==> src/rtl/nice_gemm_issuer_pkg.sv <==
// nice_gemm_pkg: shared constants, FSM states and error codes for the NICE GEMM issuer.
package nice_gemm_pkg;
  localparam logic [6:0] NICE_OPCODE = 7'b0101011;
  localparam logic [6:0] FUNCT7_P0 = 7'b0000001;
  localparam logic [6:0] FUNCT7_P1 = 7'b0000010;
  localparam logic [6:0] FUNCT7_P2 = 7'b0000100;
  localparam logic [6:0] FUNCT7_P3 = 7'b0001000;
  localparam logic [6:0] FUNCT7_P4 = 7'b0010000;
  localparam logic [6:0] FUNCT7_P5 = 7'b0100000;
  localparam logic [6:0] FUNCT7_START = 7'b1000000;
  localparam logic [2:0] START_IDX = 3'd6;
  typedef enum logic [1:0] {IDLE, ISSUE, WAIT_RSP, DONE} state_e;
  typedef enum logic [1:0] {ERR_OK, ERR_PARAM_REJECT, ERR_INCOMPLETE, ERR_TIMEOUT} err_code_e;
endpackage

==> src/rtl/nice_gemm_issuer_if.sv <==
// nice_gemm_issuer_if: NICE request / response channel between issuer (master) and accelerator (slave).
interface nice_gemm_issuer_if;
  logic nice_req_valid;
  logic nice_req_ready;
  logic [31:0] nice_req_instr;
  logic [31:0] nice_req_rs1;
  logic [31:0] nice_req_rs2;
  logic [31:0] nice_req_rs1_1;
  logic [31:0] nice_req_rs2_1;
  logic nice_req_mmode;
  logic nice_rsp_1cyc_type;
  logic [31:0] nice_rsp_1cyc_dat_1;
  logic nice_rsp_1cyc_err;
  logic nice_rsp_multicyc_valid;
  logic nice_rsp_multicyc_ready;
  logic nice_rsp_multicyc_err;
  modport master(
    output nice_req_valid, nice_req_instr, nice_req_rs1, nice_req_rs2, nice_req_rs1_1, nice_req_rs2_1,
           nice_req_mmode, nice_rsp_multicyc_ready,
    input nice_req_ready, nice_rsp_1cyc_type, nice_rsp_1cyc_dat_1, nice_rsp_1cyc_err,
          nice_rsp_multicyc_valid, nice_rsp_multicyc_err
  );
  modport slave(
    input nice_req_valid, nice_req_instr, nice_req_rs1, nice_req_rs2, nice_req_rs1_1, nice_req_rs2_1,
          nice_req_mmode, nice_rsp_multicyc_ready,
    output nice_req_ready, nice_rsp_1cyc_type, nice_rsp_1cyc_dat_1, nice_rsp_1cyc_err,
           nice_rsp_multicyc_valid, nice_rsp_multicyc_err
  );
endinterface

==> src/rtl/nice_gemm_issuer_param_mux.sv <==
// nice_param_mux: maps instruction index and packed descriptor to {funct7, rs1, rs2}.
module nice_param_mux
  import nice_gemm_pkg::*;
(
  input  logic [2:0]   i_idx,
  input  logic [415:0] i_desc,
  output logic [6:0]   o_funct7,
  output logic [31:0]  o_rs1,
  output logic [31:0]  o_rs2
);
  logic [8:0] w_base;
  // operand pair k uses descriptor words 2k and 2k+1; the start instruction has no rs2
  assign w_base = {i_idx, 6'd0};
  assign o_funct7 = FUNCT7_P0 << i_idx;
  assign o_rs1 = i_desc[w_base +: 32];
  assign o_rs2 = (i_idx == START_IDX) ? 32'h0 : i_desc[w_base + 9'd32 +: 32];
endmodule

==> src/rtl/nice_gemm_issuer.sv <==
// nice_gemm_issuer: issues six GEMM parameter loads plus a start over NICE, then awaits completion.
// Optional watchdog on the completion wait enabled by NICE_ISSUER_TIMEOUT_EN.
module nice_gemm_issuer
  import nice_gemm_pkg::*;
#(
  parameter logic [6:0] OPCODE = NICE_OPCODE
`ifdef NICE_ISSUER_TIMEOUT_EN
  , parameter int TIMEOUT_CYCLES = 65536,
  parameter int TW = 17
`endif
) (
  input  logic                      nice_clk,
  input  logic                      nice_rst,
  input  logic                      cmd_valid,
  output logic                      cmd_ready,
  input  logic [415:0]              cmd_params,
  nice_gemm_issuer_if.master        nice,
  output logic                      done,
  output logic [1:0]                err_code
);
  state_e r_state, w_state_nxt;
  logic [2:0] r_idx, w_idx_nxt;
  logic [1:0] r_err, w_err_nxt;
  logic [415:0] r_desc;
  logic r_req_valid;
  logic w_req_hs, w_rsp_hs, w_param_nok, w_expire, w_unused;
  logic [6:0] w_funct7;
  logic [31:0] w_rs1, w_rs2;
  nice_param_mux u_mux (
    .i_idx(r_idx),
    .i_desc(r_desc),
    .o_funct7(w_funct7),
    .o_rs1(w_rs1),
    .o_rs2(w_rs2)
  );
  assign nice.nice_req_valid = r_req_valid;
  assign nice.nice_req_instr = {w_funct7, 18'b0, OPCODE};
  assign nice.nice_req_rs1 = w_rs1;
  assign nice.nice_req_rs2 = w_rs2;
  assign nice.nice_req_rs1_1 = 32'h0;
  assign nice.nice_req_rs2_1 = 32'h0;
  assign nice.nice_req_mmode = 1'b0;
  assign nice.nice_rsp_multicyc_ready = r_state == WAIT_RSP;
  assign cmd_ready = r_state == IDLE;
  assign done = r_state == DONE;
  assign err_code = r_err;
  assign w_req_hs = r_req_valid & nice.nice_req_ready;
  assign w_rsp_hs = nice.nice_rsp_multicyc_valid & (r_state == WAIT_RSP);
  assign w_param_nok = nice.nice_rsp_1cyc_err | ~nice.nice_rsp_1cyc_dat_1[0];
  assign w_unused = ^{nice.nice_rsp_1cyc_type, nice.nice_rsp_1cyc_dat_1[31:1]};
`ifdef NICE_ISSUER_TIMEOUT_EN
  logic [TW-1:0] r_tmr;
  assign w_expire = r_tmr == TW'(TIMEOUT_CYCLES - 1);
  always_ff @(posedge nice_clk)
    r_tmr <= (nice_rst || r_state != WAIT_RSP) ? '0 : r_tmr + TW'(1);
`else
  assign w_expire = 1'b0;
`endif
  always_comb begin
    w_state_nxt = r_state;
    w_idx_nxt = r_idx;
    w_err_nxt = r_err;
    unique case (r_state)
      IDLE: if (cmd_valid) begin
        w_state_nxt = ISSUE;
        w_idx_nxt = '0;
        w_err_nxt = ERR_OK;
      end
      ISSUE: if (w_req_hs) begin
        if (r_idx == START_IDX) w_state_nxt = WAIT_RSP;
        else if (w_param_nok) begin
          w_state_nxt = DONE;
          w_err_nxt = ERR_PARAM_REJECT;
        end else w_idx_nxt = r_idx + 3'd1;
      end
      // a completion in the expiry cycle takes priority over the timeout
      WAIT_RSP: if (w_rsp_hs | w_expire) begin
        w_state_nxt = DONE;
        w_err_nxt = w_rsp_hs ? (nice.nice_rsp_multicyc_err ? ERR_INCOMPLETE : ERR_OK) : ERR_TIMEOUT;
      end
      default: w_state_nxt = IDLE;
    endcase
  end
  always_ff @(posedge nice_clk) begin
    if (nice_rst) begin
      r_state <= IDLE;
      r_idx <= '0;
      r_err <= '0;
      r_req_valid <= 1'b0;
      r_desc <= '0;
    end else begin
      r_state <= w_state_nxt;
      r_idx <= w_idx_nxt;
      r_err <= w_err_nxt;
      r_req_valid <= w_state_nxt == ISSUE;
      if (cmd_valid & cmd_ready) r_desc <= cmd_params;
    end
  end
endmodule

==> src/flat_wrapper.sv <==
// flat-port wrapper written by rule: the top's interface ports become plain ports
module nice_gemm_issuer_flat import nice_gemm_pkg::*;
#(
  parameter logic [6:0] OPCODE = NICE_OPCODE

)
  (nice_clk, nice_rst, cmd_valid, cmd_ready, cmd_params, done, err_code, nice_nice_req_valid, nice_nice_req_instr, nice_nice_req_rs1, nice_nice_req_rs2, nice_nice_req_rs1_1, nice_nice_req_rs2_1, nice_nice_req_mmode, nice_nice_rsp_multicyc_ready, nice_nice_req_ready, nice_nice_rsp_1cyc_type, nice_nice_rsp_1cyc_dat_1, nice_nice_rsp_1cyc_err, nice_nice_rsp_multicyc_valid, nice_nice_rsp_multicyc_err);
  nice_gemm_issuer_if nice_i ();
  input  logic nice_clk;
  input  logic nice_rst;
  input  logic cmd_valid;
  output logic cmd_ready;
  input  logic [415:0] cmd_params;
  output logic done;
  output logic [1:0] err_code;
  output wire logic [$bits(nice_i.nice_req_valid)-1:0] nice_nice_req_valid;
  output wire logic [$bits(nice_i.nice_req_instr)-1:0] nice_nice_req_instr;
  output wire logic [$bits(nice_i.nice_req_rs1)-1:0] nice_nice_req_rs1;
  output wire logic [$bits(nice_i.nice_req_rs2)-1:0] nice_nice_req_rs2;
  output wire logic [$bits(nice_i.nice_req_rs1_1)-1:0] nice_nice_req_rs1_1;
  output wire logic [$bits(nice_i.nice_req_rs2_1)-1:0] nice_nice_req_rs2_1;
  output wire logic [$bits(nice_i.nice_req_mmode)-1:0] nice_nice_req_mmode;
  output wire logic [$bits(nice_i.nice_rsp_multicyc_ready)-1:0] nice_nice_rsp_multicyc_ready;
  input wire logic [$bits(nice_i.nice_req_ready)-1:0] nice_nice_req_ready;
  input wire logic [$bits(nice_i.nice_rsp_1cyc_type)-1:0] nice_nice_rsp_1cyc_type;
  input wire logic [$bits(nice_i.nice_rsp_1cyc_dat_1)-1:0] nice_nice_rsp_1cyc_dat_1;
  input wire logic [$bits(nice_i.nice_rsp_1cyc_err)-1:0] nice_nice_rsp_1cyc_err;
  input wire logic [$bits(nice_i.nice_rsp_multicyc_valid)-1:0] nice_nice_rsp_multicyc_valid;
  input wire logic [$bits(nice_i.nice_rsp_multicyc_err)-1:0] nice_nice_rsp_multicyc_err;
  assign nice_nice_req_valid = nice_i.nice_req_valid;
  assign nice_nice_req_instr = nice_i.nice_req_instr;
  assign nice_nice_req_rs1 = nice_i.nice_req_rs1;
  assign nice_nice_req_rs2 = nice_i.nice_req_rs2;
  assign nice_nice_req_rs1_1 = nice_i.nice_req_rs1_1;
  assign nice_nice_req_rs2_1 = nice_i.nice_req_rs2_1;
  assign nice_nice_req_mmode = nice_i.nice_req_mmode;
  assign nice_nice_rsp_multicyc_ready = nice_i.nice_rsp_multicyc_ready;
  assign nice_i.nice_req_ready = nice_nice_req_ready;
  assign nice_i.nice_rsp_1cyc_type = nice_nice_rsp_1cyc_type;
  assign nice_i.nice_rsp_1cyc_dat_1 = nice_nice_rsp_1cyc_dat_1;
  assign nice_i.nice_rsp_1cyc_err = nice_nice_rsp_1cyc_err;
  assign nice_i.nice_rsp_multicyc_valid = nice_nice_rsp_multicyc_valid;
  assign nice_i.nice_rsp_multicyc_err = nice_nice_rsp_multicyc_err;
  nice_gemm_issuer #(.OPCODE(OPCODE)) u_core (.nice_clk(nice_clk), .nice_rst(nice_rst), .cmd_valid(cmd_valid), .cmd_ready(cmd_ready), .cmd_params(cmd_params), .nice(nice_i), .done(done), .err_code(err_code));
endmodule
==> config.mk <==
export PLATFORM = sky130hd
export DESIGN_NAME = nice_gemm_issuer_flat
export DESIGN_NICKNAME = d
export VERILOG_FILES = /design/src/rtl/nice_gemm_issuer_pkg.sv /design/src/rtl/nice_gemm_issuer_if.sv /design/src/rtl/nice_gemm_issuer_param_mux.sv /design/src/rtl/nice_gemm_issuer.sv /design/src/flat_wrapper.sv
export SDC_FILE = /design/constraint.sdc
export NUM_CORES = 1
export LEC_CHECK = 0
export ABC_AREA = 1
export BUFFER_PORTS_ARGS = -buffer_cell sky130_fd_sc_hd__buf_2
export CORE_AREA = 10 10 234 236
export DETAILED_ROUTE_END_ITERATION = 10
export DIE_AREA = 0 0 244 246
export GPL_TIMING_DRIVEN = 0
export PLACE_DENSITY = 0.72
export SKIP_CTS_REPAIR_TIMING = 1
export SYNTH_ARGS = -nofsm -noshare
export SYNTH_HDL_FRONTEND = slang
export SYNTH_SLANG_ARGS = --single-unit
==> constraint.sdc <==
create_clock -name nice_clk -period 2.7 [get_ports nice_clk]
set_input_delay 0.27 -clock nice_clk [delete_from_list [all_inputs] [get_ports nice_clk]]
set_output_delay 0.27 -clock nice_clk [all_outputs]
set_load 0.02 [all_outputs]
==> reports/qor.yml, run 1 <==
seqPwrFrac_pct: 36.2
setup_ws_ns: -0.0581
drv_cap: 0
hold_end: "u_core.r_desc[344]"
clock_latency_ns: 0.59
holdPathStages: 3
fp.dieArea_um2: 60000
num_io_pins: 623
grt_remaining_overflow: 0
cts-root-buf: "clkbuf_16"
fin_nets: 4150
hold_viol_final: 75
hold_slack_ns: -0.0605
rows: 82
port-buffer-count: 500
cts_tree: "done"
final_antenna_net_count: 0
drtIter0Drc: 1756
drive_above_1_share_pct: 23.7
viasPerCell: 5.04
critPathLaunchType: "flop"
critical_path_class: "flop to output pin"
crit_chain: "buf_12 -> inv_12 -> buf_12 -> buf_12 -> ha_4 -> inv_4 -> nand3_4 -> clkbuf_16 -> o21ai_4 -> buf_6"
remaining_drc_errors: 0
fmax_ghz: 0.363
path_clk_slew_ns: 0.06
intPower_w: 0.0135
crit_slowest_cell: "dfxtp_4"
h-tree-depth: 2
grt_pass1_vias: 19649
cts_buffers: 48
p_clk_share_pct: 32.8
status: "complete, but fails checks"
antenna_found_initial: 8
num_vias: 22133
mostFrequentLayoutCells: "nor2_1 (1017), o21ai_0 (526), buf_2 (510)"
hold_start: "cmd_params[344]"
wire_per_inst_um: 21.2
die_y_um: 246
hpwl_um: 69100
hp-class: "primary input to flop"
numClockSinks: 424
yosys_warnings: 0
place_ws_ns: -0.642
final_common_cell: "nor2_1"
cpPeakStageDelay_ns: 0.37
p_per_area_nw_per_um2: 734
finalPower_w: 0.0207
syn-cell-area_um2: 19000
ys_ff_latch: 424
syn_area_per_cell_um2: 6.91
core-area_um2: 49900
die_width_um: 244
ir_drop_mv: 0.535
timing.rr.start: "u_core.r_state[0]"
dr.pass1.iters: 6
path_common_cell: "buf_12"
nFillCells: 4619
initial_utilization_pct: 38.2
fin_skew_ns: 0.00891
syn-instance-count: 2752
critPathRequiredTime_ns: 2.43
gp_congestion: 0.969
timing.final.crit_period_ns: 2.76
yosysSeqAreaShare_pct: 44.6
rsz0062_at_grt: "true"
tns_ns: -0.922
worst_pin_slew_ns: 1.24
fin_area_um2: 28300
synth.distinct_cells: 22
cp_data_arrival_time_ns: 2.49
r2r_cells: 8
r2r_setup_slack_ns: 0.28
ctsLongestPathBuffers: 3
switching_share_pct: 35.0
layout_worst_path_cycle_share_pct: 102
relSlewSlack_pct: 17.6
routed_wl_um: 93300
cellLeakagePower_nw: 12.8
cp-end-kind: "output pin"
worstPathMaxFanout: 9
area_growth_pct: 48.6
grt_max_degree: 14
finalSetupViolations: 30
violations: "negative hold slack, negative setup slack"
slew_viol_final: 0
r2r-end: "u_core.r_desc[160]"
grt_pass1_wl_um: 122000
netSwitchingPower_w: 0.00726
dpl_cell_area_um2: 22700
grt_util_all_layers_pct: 27.3
comb_power_share_pct: 31.0
through the flow:
step / utilization, % / instances
CTS: 48.8 / 4090
global placement: 45.5 / 4012
finish: 56.7 / 4392
detailed placement: 45.5 / 4012
floorplan: - / 2840
global route: 56.6 / 4386
metal layers:
layer / GRT usage (%) / part of all wire [%] / vias to the layer above
li1: - / - / 10602
met1: 31.6 / 39 / 10287
met2: 47.3 / 49 / 1031
met3: 6.34 / 7.9 / 211
met4: 12.5 / 4.9 / 2
met5: 0 / 0.0096 / -
registers in the layout, indices dropped and copies added, names as in the netlist:
signal,flops
u_core.err_code,2
u_core.nice.nice_req_valid,1
u_core.r_desc,416
u_core.r_idx,3
u_core.r_state,2
worst max-delay path by stage:
stage,startpoint,end,slack (ns)
after global routing,u_core.r_idx[0],nice_nice_req_rs2[16],-0.09
after floorplan,u_core.r_idx[0],nice_nice_req_rs2[10],0.50
after CTS,u_core.r_idx[0],nice_nice_req_rs2[28],-1.28
after global placement,u_core.r_idx[0],nice_nice_req_rs2[28],-0.62
final,u_core.r_idx[0],nice_nice_req_rs2[9],-0.06
after detailed placement,u_core.r_idx[0],nice_nice_req_rs2[28],-0.64
Yosys cell counts:
master    instances  area [um^2]
buf_1             1         3.75
inv_2             2         7.51
a21oi_1         100          500
buf_6             8         90.1
nor2_4            1         11.3
inv_1            23         86.3
a21boi_0          1         7.51
mux2i_1          32          320
buf_8             1         15.0
nand2_1         188          706
clkinv_1          1         3.75
clkbuf_1        107          402
o21ai_0         615         3080
nand3_1           6         30.0
buf_2            80          400
conb_1            2         7.51
o21ai_1          27          135
nor2_1         1017         3820
ha_1              9          113
or2_2             1         6.26
dfxtp_1         424         8490
buf_4           106          796
cells by family after synthesis:
group / after synthesis / share of synthesized area (%)
DFF: 424 / 44.6
other: 2 / 0.0395
buffers and inverters: 329 / 9.48
adders and majority gates: 9 / 0.592
and+or+nand+nor: 1213 / 24.0
AOI/OAI and AO/OA: 743 / 19.6
muxes: 32 / 1.68
cell type report:
cell class                      instances  area (um^2)  share of cell area, %
Multi-Input combinational cell       2087         9520                   33.7
Buffer                                303         1900                   6.72
Tap cell                              672          841                   2.98
Sequential cell                       424         8490                   30.1
Clock inverter                         10          145                  0.514
Timing Repair Buffer                  795         5760                   20.4
Inverter                               26          116                  0.412
Antenna cell                            7         17.5                 0.0620
Clock buffer                           68         1470                   5.20
power by group through the flow:
stage                     sequential (W)  clock (W)  combinational (W)
final                            0.00751    0.00680            0.00642
after global routing             0.00758    0.00706            0.00691
after CTS                        0.00748    0.00685            0.00525
after detailed placement         0.00761          0            0.00523
after global placement           0.00759          0            0.00518
after floorplan                  0.00751          0            0.00313
critical path, delay by kind of cell (launching register included):
family	cells	cell delay, ns
adders and majority gates	1	0.17
DFF	1	0.37
buffers and inverters	7	0.96
and+or+nand+nor	1	0.22
AOI/OAI and AO/OA	1	0.15
(Power assumes the default switching activity.)
==> inputs of run 2 (changes only) <==
--- a/config.mk
+++ b/config.mk
@@ -11,7 +11,7 @@
 export DETAILED_ROUTE_END_ITERATION = 10
 export DIE_AREA = 0 0 244 246
 export GPL_TIMING_DRIVEN = 0
-export PLACE_DENSITY = 0.72
+export PLACE_DENSITY = 0.74
 export SKIP_CTS_REPAIR_TIMING = 1
 export SYNTH_ARGS = -nofsm -noshare
 export SYNTH_HDL_FRONTEND = slang
==> constraint.sdc (replaced) <==
create_clock -name nice_clk -period 2.4 [get_ports nice_clk]
set_input_delay 0.24 -clock nice_clk [delete_from_list [all_inputs] [get_ports nice_clk]]
set_output_delay 0.24 -clock nice_clk [all_outputs]
set_load 0.02 [all_outputs]
==> reports/qor.yml, run 2 (synthesis gave the netlist of run 1 again) <==
status: "complete, but fails checks"
final_antenna_net_count: 0  # unchanged
antenna_found_initial: 11  # +3
drv_cap: 0  # unchanged
gp_congestion: 0.930  # -4.0%
r2r_setup_slack_ns: -0.11  # -0.39 ns
rows: 82  # unchanged
die_y_um: 246  # unchanged
cp_data_arrival_time_ns: 2.54  # +0.05 ns
place_ws_ns: -0.934  # -0.293 ns
setup_ws_ns: -0.377  # -0.318 ns
ir_drop_mv: 0.507  # -5.4%
final_common_cell: "nor2_1"
numClockSinks: 424  # unchanged
finalSetupViolations: 72  # +140%
path_common_cell: "buf_12"
slew_viol_final: 0  # unchanged
grt_pass1_wl_um: 122000  # -0.47%
hold_viol_final: 34  # -55%
grt_util_all_layers_pct: 26.9  # -0.39 points
hpwl_um: 68400  # -0.99%
worst_pin_slew_ns: 1.14  # -0.0929 ns
grt_pass1_vias: 19490  # -0.81%
die_width_um: 244  # unchanged
fin_skew_ns: 0.0240  # +0.0151 ns
worstPathMaxFanout: 11  # +2
critical_path_buf_inv_count: 7  # unchanged
reg_top3: "u_core.r_desc x416, u_core.r_idx x3"
hp-class: "primary input to flop"
cellLeakagePower_nw: 13.1  # +2.5%
ctsLongestPathBuffers: 3  # unchanged
cpPeakStageDelay_ns: 0.38  # about the same
crit_chain: "buf_12 -> inv_8 -> buf_12 -> buf_12 -> ha_4 -> inv_2 -> nand3_4 -> buf_6 -> o21ai_1 -> buf_4"
finalPower_w: 0.0237  # +14%
drtIter0Drc: 2112  # +20%
hold_slack_ns: -0.0911  # -0.0306 ns
relSlewSlack_pct: 23.8  # +6.2 points
grt_max_degree: 14  # unchanged
regMostFlops: "u_core.r_desc"
rsz0062_at_grt: "true"
dr.pass1.iters: 8  # +2
critical_path_class: "flop to output pin"
wire_per_inst_um: 21.7  # +2.0%
remaining_drc_errors: 0  # unchanged
num_io_pins: 623  # unchanged
routed_wl_um: 97200  # +4.1%
fin_nets: 4229  # +1.9%
layout_worst_path_cycle_share_pct: 116
tns_ns: -15.26  # -14.34 ns
clock_latency_ns: 0.60  # about the same
utilization_pct: 58.2  # +1.6 points
largest_reg_flops: 416  # unchanged
cp-end-kind: "output pin"
cts_buffers: 47  # -2.1%
crit_slowest_cell: "dfxtp_4"
core-area_um2: 49900  # unchanged
viasPerCell: 5.20  # +3.2%
fp.dieArea_um2: 60000  # unchanged
p_per_area_nw_per_um2: 816  # +11%
h-tree-depth: 2  # unchanged
port-buffer-count: 500  # unchanged
timing.final.crit_period_ns: 2.78
cts-root-buf: "clkbuf_16"
critPathRequiredTime_ns: 2.16  # -0.27 ns
grt_remaining_overflow: 0  # unchanged
mostFrequentLayoutCells: "nor2_1 (1016), o21ai_0 (519), buf_2 (508)"
path_clk_slew_ns: 0.06  # about the same
num_vias: 23329  # +5.4%
crit_family: "buffers and inverters"
area_growth_pct: 52.6
drive_above_1_share_pct: 23.5  # -0.17 points
fmax_ghz: 0.360
initial_utilization_pct: 38.2  # unchanged
critPathLaunchType: "flop"
violations: "negative hold slack, negative setup slack"
cts_tree: "done"
-- run 2: cell count changes in the layout (fill, tap and decap cells not counted), moves of 9 or more --
cell	previous run	this run
dlygate4sd3_1	284	361
buf_4	132	153
o21ai_1	51	70
buf_6	41	26
o21ai_4	21	6
nand2_1	188	179
nand2_2	0	9
-- run 2: power by group --
group,leakage [nW],internal (W),switching [W]
sequential,3.52,0.00796,0.000510
clock,0.813,0.00475,0.00320
combinational,8.76,0.00266,0.00460
total,13.1,0.0154,0.00831
-- run 2: worst min-delay path, stage by stage --
cell and delay, ns:
buf_2 0.07, o21ai_0 0.07, nor2_1 0.08
-- run 2: layout make-up --
type | count | area (um^2)
Fill cell | 4385 | 20800
Multi-Input combinational cell | 2087 | 9420
Sequential cell | 424 | 8500
Timing Repair Buffer | 875 | 6480
Buffer | 303 | 1980
Clock buffer | 60 | 1320
Tap cell | 672 | 841
Clock inverter | 25 | 360
Inverter | 26 | 109
Antenna cell | 12 | 30.0
-- run 2: final timing paths --
kind | depth (start not counted) | startpoint | end
max | 10 | u_core.r_idx[0] | nice_nice_req_rs2[14]
min | 3 | cmd_params[259] | u_core.r_desc[259]
max reg2reg | 8 | u_core.r_state[0] | u_core.r_desc[188]
min reg2reg | 2 | u_core.r_desc[137] | u_core.r_desc[137]
-- run 2: metal layers --
layer | vias to the layer above | track usage, % | share of wire [%]
met5 | - | 0 | 0.012
met4 | 2 | 10.8 | 5.1
met3 | 284 | 5.93 | 8.8
met2 | 1420 | 46.8 | 49
met1 | 10853 | 31.7 | 37
li1 | 10770 | - | -
-- run 2: metrics by stage --
step           cell area [um^2]  hold slack [ns]  cells
2_1_floorplan             19400            0.404   2840
3_3_place_gp              22700            0.455   4012
3_5_place_dp              22700            0.466   4012
4_1_cts                   24400           -0.132   4097
5_1_grt                   29000          -0.0302   4479
6_report                  29000          -0.0911   4484
==> inputs of run 3 (changes only) <==
--- a/config.mk
+++ b/config.mk
@@ -6,12 +6,12 @@
 export NUM_CORES = 1
 export LEC_CHECK = 0
 export ABC_AREA = 1
-export BUFFER_PORTS_ARGS = -buffer_cell sky130_fd_sc_hd__buf_2
-export CORE_AREA = 10 10 234 236
+export CORE_AREA = 10 10 232 234
 export DETAILED_ROUTE_END_ITERATION = 10
-export DIE_AREA = 0 0 244 246
+export DIE_AREA = 0 0 242 244
+export DONT_BUFFER_PORTS = 1
 export GPL_TIMING_DRIVEN = 0
-export PLACE_DENSITY = 0.74
+export PLACE_DENSITY = 0.64
 export SKIP_CTS_REPAIR_TIMING = 1
 export SYNTH_ARGS = -nofsm -noshare
 export SYNTH_HDL_FRONTEND = slang
==> reports/qor.yml, run 3 (synthesis gave the netlist of run 1 again) <==
r2r_setup_slack_ns: 0.17  # +0.28 ns
viasPerCell: 5.24  # +0.64%
r2r-end: "u_core.r_desc[289]"
fin_area_um2: 27300  # -5.9%
critical_path_class: "flop to output pin"
violations: "negative setup slack"
numClockSinks: 424  # unchanged
cts_tree: "done"
hold_start: "cmd_valid"
gp_congestion: 1.01  # +8.2%
hp-class: "primary input to flop"
die_y_um: 244  # -0.81%
mostFrequentLayoutCells: "nor2_1 (1016), o21ai_0 (522), dfxtp_1 (422)"
initial_utilization_pct: 38.5  # +0.32 points
tns_ns: -8.09  # +7.16 ns
r2r_cells: 8  # unchanged
final_common_cell: "nor2_1"
cp_data_arrival_time_ns: 2.37  # -0.17 ns
fin_nets: 3784  # -11%
fin_skew_ns: 0.0115  # -0.0126 ns
crit_chain: "buf_12 -> inv_12 -> buf_12 -> buf_12 -> ha_4 -> inv_4 -> nand3_4 -> buf_12 -> o21ai_4"
dp_cells: 3512  # -12%
wire_per_inst_um: 22.5  # +4.0%
grt_remaining_overflow: 0  # unchanged
antenna_found_initial: 18  # +7
critPathLaunchType: "flop"
fp.dieArea_um2: 59000  # -1.6%
hold_viol_final: 0  # -100%
multiInputGateArea_um2: 9930  # +5.4%
drive_above_1_share_pct: 12.9  # -11 points
holdPathStages: 5  # +2
slew_viol_final: 0  # unchanged
grt_pass1_wl_um: 118000  # -2.7%
core-area_um2: 49500  # -0.82%
clock_latency_ns: 0.60  # about the same
grt_pass1_vias: 17478  # -10%
grt_max_degree: 13  # -1
setup_ws_ns: -0.209  # +0.167 ns
drtIter0Drc: 1819  # -14%
critPathRequiredTime_ns: 2.16  # about the same
largest_reg_flops: 416  # unchanged
ctsLongestPathBuffers: 3  # unchanged
p_per_area_nw_per_um2: 851  # +4.3%
reg_top3: "u_core.r_desc x416, u_core.r_idx x3"
path_common_cell: "buf_12"
grt_util_all_layers_pct: 27.0  # +0.058 points
utilization_pct: 55.3  # -3.0 points
regMostFlops: "u_core.r_desc"
layout_worst_path_cycle_share_pct: 109  # -7.0 points
port-buffer-count: 0  # -100%
finalSetupViolations: 61  # -15%
area_growth_pct: 43.7
hpwl_um: 67800  # -0.88%
regArea_um2: 8490  # about the same
status: "complete, but fails checks"
crit_slowest_cell: "dfxtp_4"
cp-end-kind: "output pin"
cellLeakagePower_nw: 11.3  # -13%
nFillCells: 4554  # +3.9%
cts_buffers: 49  # +4.3%
critical_path_buf_inv_count: 6  # -1
worst_pin_slew_ns: 1.04  # -0.101 ns
timing.final.crit_period_ns: 2.61  # -0.167 ns
dr.pass1.iters: 5  # -3
cts-root-buf: "clkbuf_16"
final_cells: 4045  # -9.8%
fmax_ghz: 0.383  # +6.4%
ir_drop_mv: 0.662  # +31%
num_io_pins: 623  # unchanged
num_vias: 21179  # -9.2%
final_antenna_net_count: 0  # unchanged
worstPathMaxFanout: 10  # -1
hold_end: "u_core.r_state[1]"
remaining_drc_errors: 0  # unchanged
die_width_um: 242  # -0.82%
rows: 82  # unchanged
timing.rr.start: "u_core.r_state[0]"
relSlewSlack_pct: 30.5  # +6.7 points
drv_cap: 0  # unchanged
path_clk_slew_ns: 0.06  # about the same
h-tree-depth: 2  # unchanged
dpl_cell_area_um2: 20200  # -11%
cpPeakStageDelay_ns: 0.37  # about the same
routed_wl_um: 91200  # -6.2%
rsz0062_at_grt: "true"
crit_family: "buffers and inverters"
-- run 3: changes by cell type in the layout (fill, tap and decap cells not counted), moves of 8 or more --
cell	before	now
dlygate4sd3_1	361	418
o21ai_2	47	34
o21ai_4	6	54
buf_6	26	12
buf_4	153	113
diode_2	12	20
o21ai_1	70	32
buf_2	508	67
-- run 3: area by class of cell --
class | count | area share [%]
Sequential cell | 424 | 31.1
Timing Repair Buffer | 428 | 15.7
Antenna cell | 20 | 0.183
Tap cell | 672 | 3.08
Multi-Input combinational cell | 2087 | 36.3
Clock inverter | 15 | 0.851
Clock buffer | 70 | 5.37
Buffer | 303 | 6.96
Inverter | 26 | 0.426
-- run 3: worst min-delay path: stages --
cell and delay, ns:
inv_1 0.03, nand2_1 0.10, o21ai_0 0.10, inv_1 0.07
a21boi_0 0.07
-- run 3: per-stage QoR --
stage / total power (W) / hold WS (ns) / setup slack (ns)
after floorplan: 0.0120 / 0.404 / 0.233
after global placement: 0.0137 / 0.410 / -0.970
after detailed placement: 0.0138 / 0.416 / -1.03
after CTS: 0.0217 / -0.216 / -1.68
after global routing: 0.0242 / 0.0984 / -0.267
final: 0.0233 / 0.0716 / -0.209
-- run 3: power breakdown --
group / switching [W] / leakage [nW] / internal [W] / total, W
registers: 0.000515 / 3.52 / 0.00796 / 0.00847
logic: 0.00456 / 6.99 / 0.00225 / 0.00681
clock network: 0.00311 / 0.844 / 0.00486 / 0.00797
total: 0.00818 / 11.3 / 0.0151 / 0.0233
-- run 3: how the worst max path moves through the flow --
stage / start / endpoint / slack (ns) / depth (start not counted)
finish: u_core.r_idx[0] / nice_nice_req_rs2[6] / -0.21 / 9
global route: u_core.r_idx[0] / nice_nice_req_rs2[12] / -0.27 / 8
CTS: u_core.r_idx[0] / nice_nice_req_rs2[25] / -1.68 / 9
detailed placement: u_core.r_idx[0] / nice_nice_req_rs2[25] / -1.03 / 9
global placement: u_core.r_idx[0] / nice_nice_req_rs2[25] / -0.97 / 9
floorplan: u_core.r_idx[0] / nice_nice_req_rs2[10] / 0.23 / 9
-- run 3: layer usage --
metal / vias up / wire (um) / GRT usage (%)
met1: 9953 / 34500 / 29.3
met4: 8 / 3980 / 8.29
met5: - / 50 / 0
met2: 1099 / 45300 / 48.2
met3: 235 / 7340 / 9.92
li1: 9884 / - / -
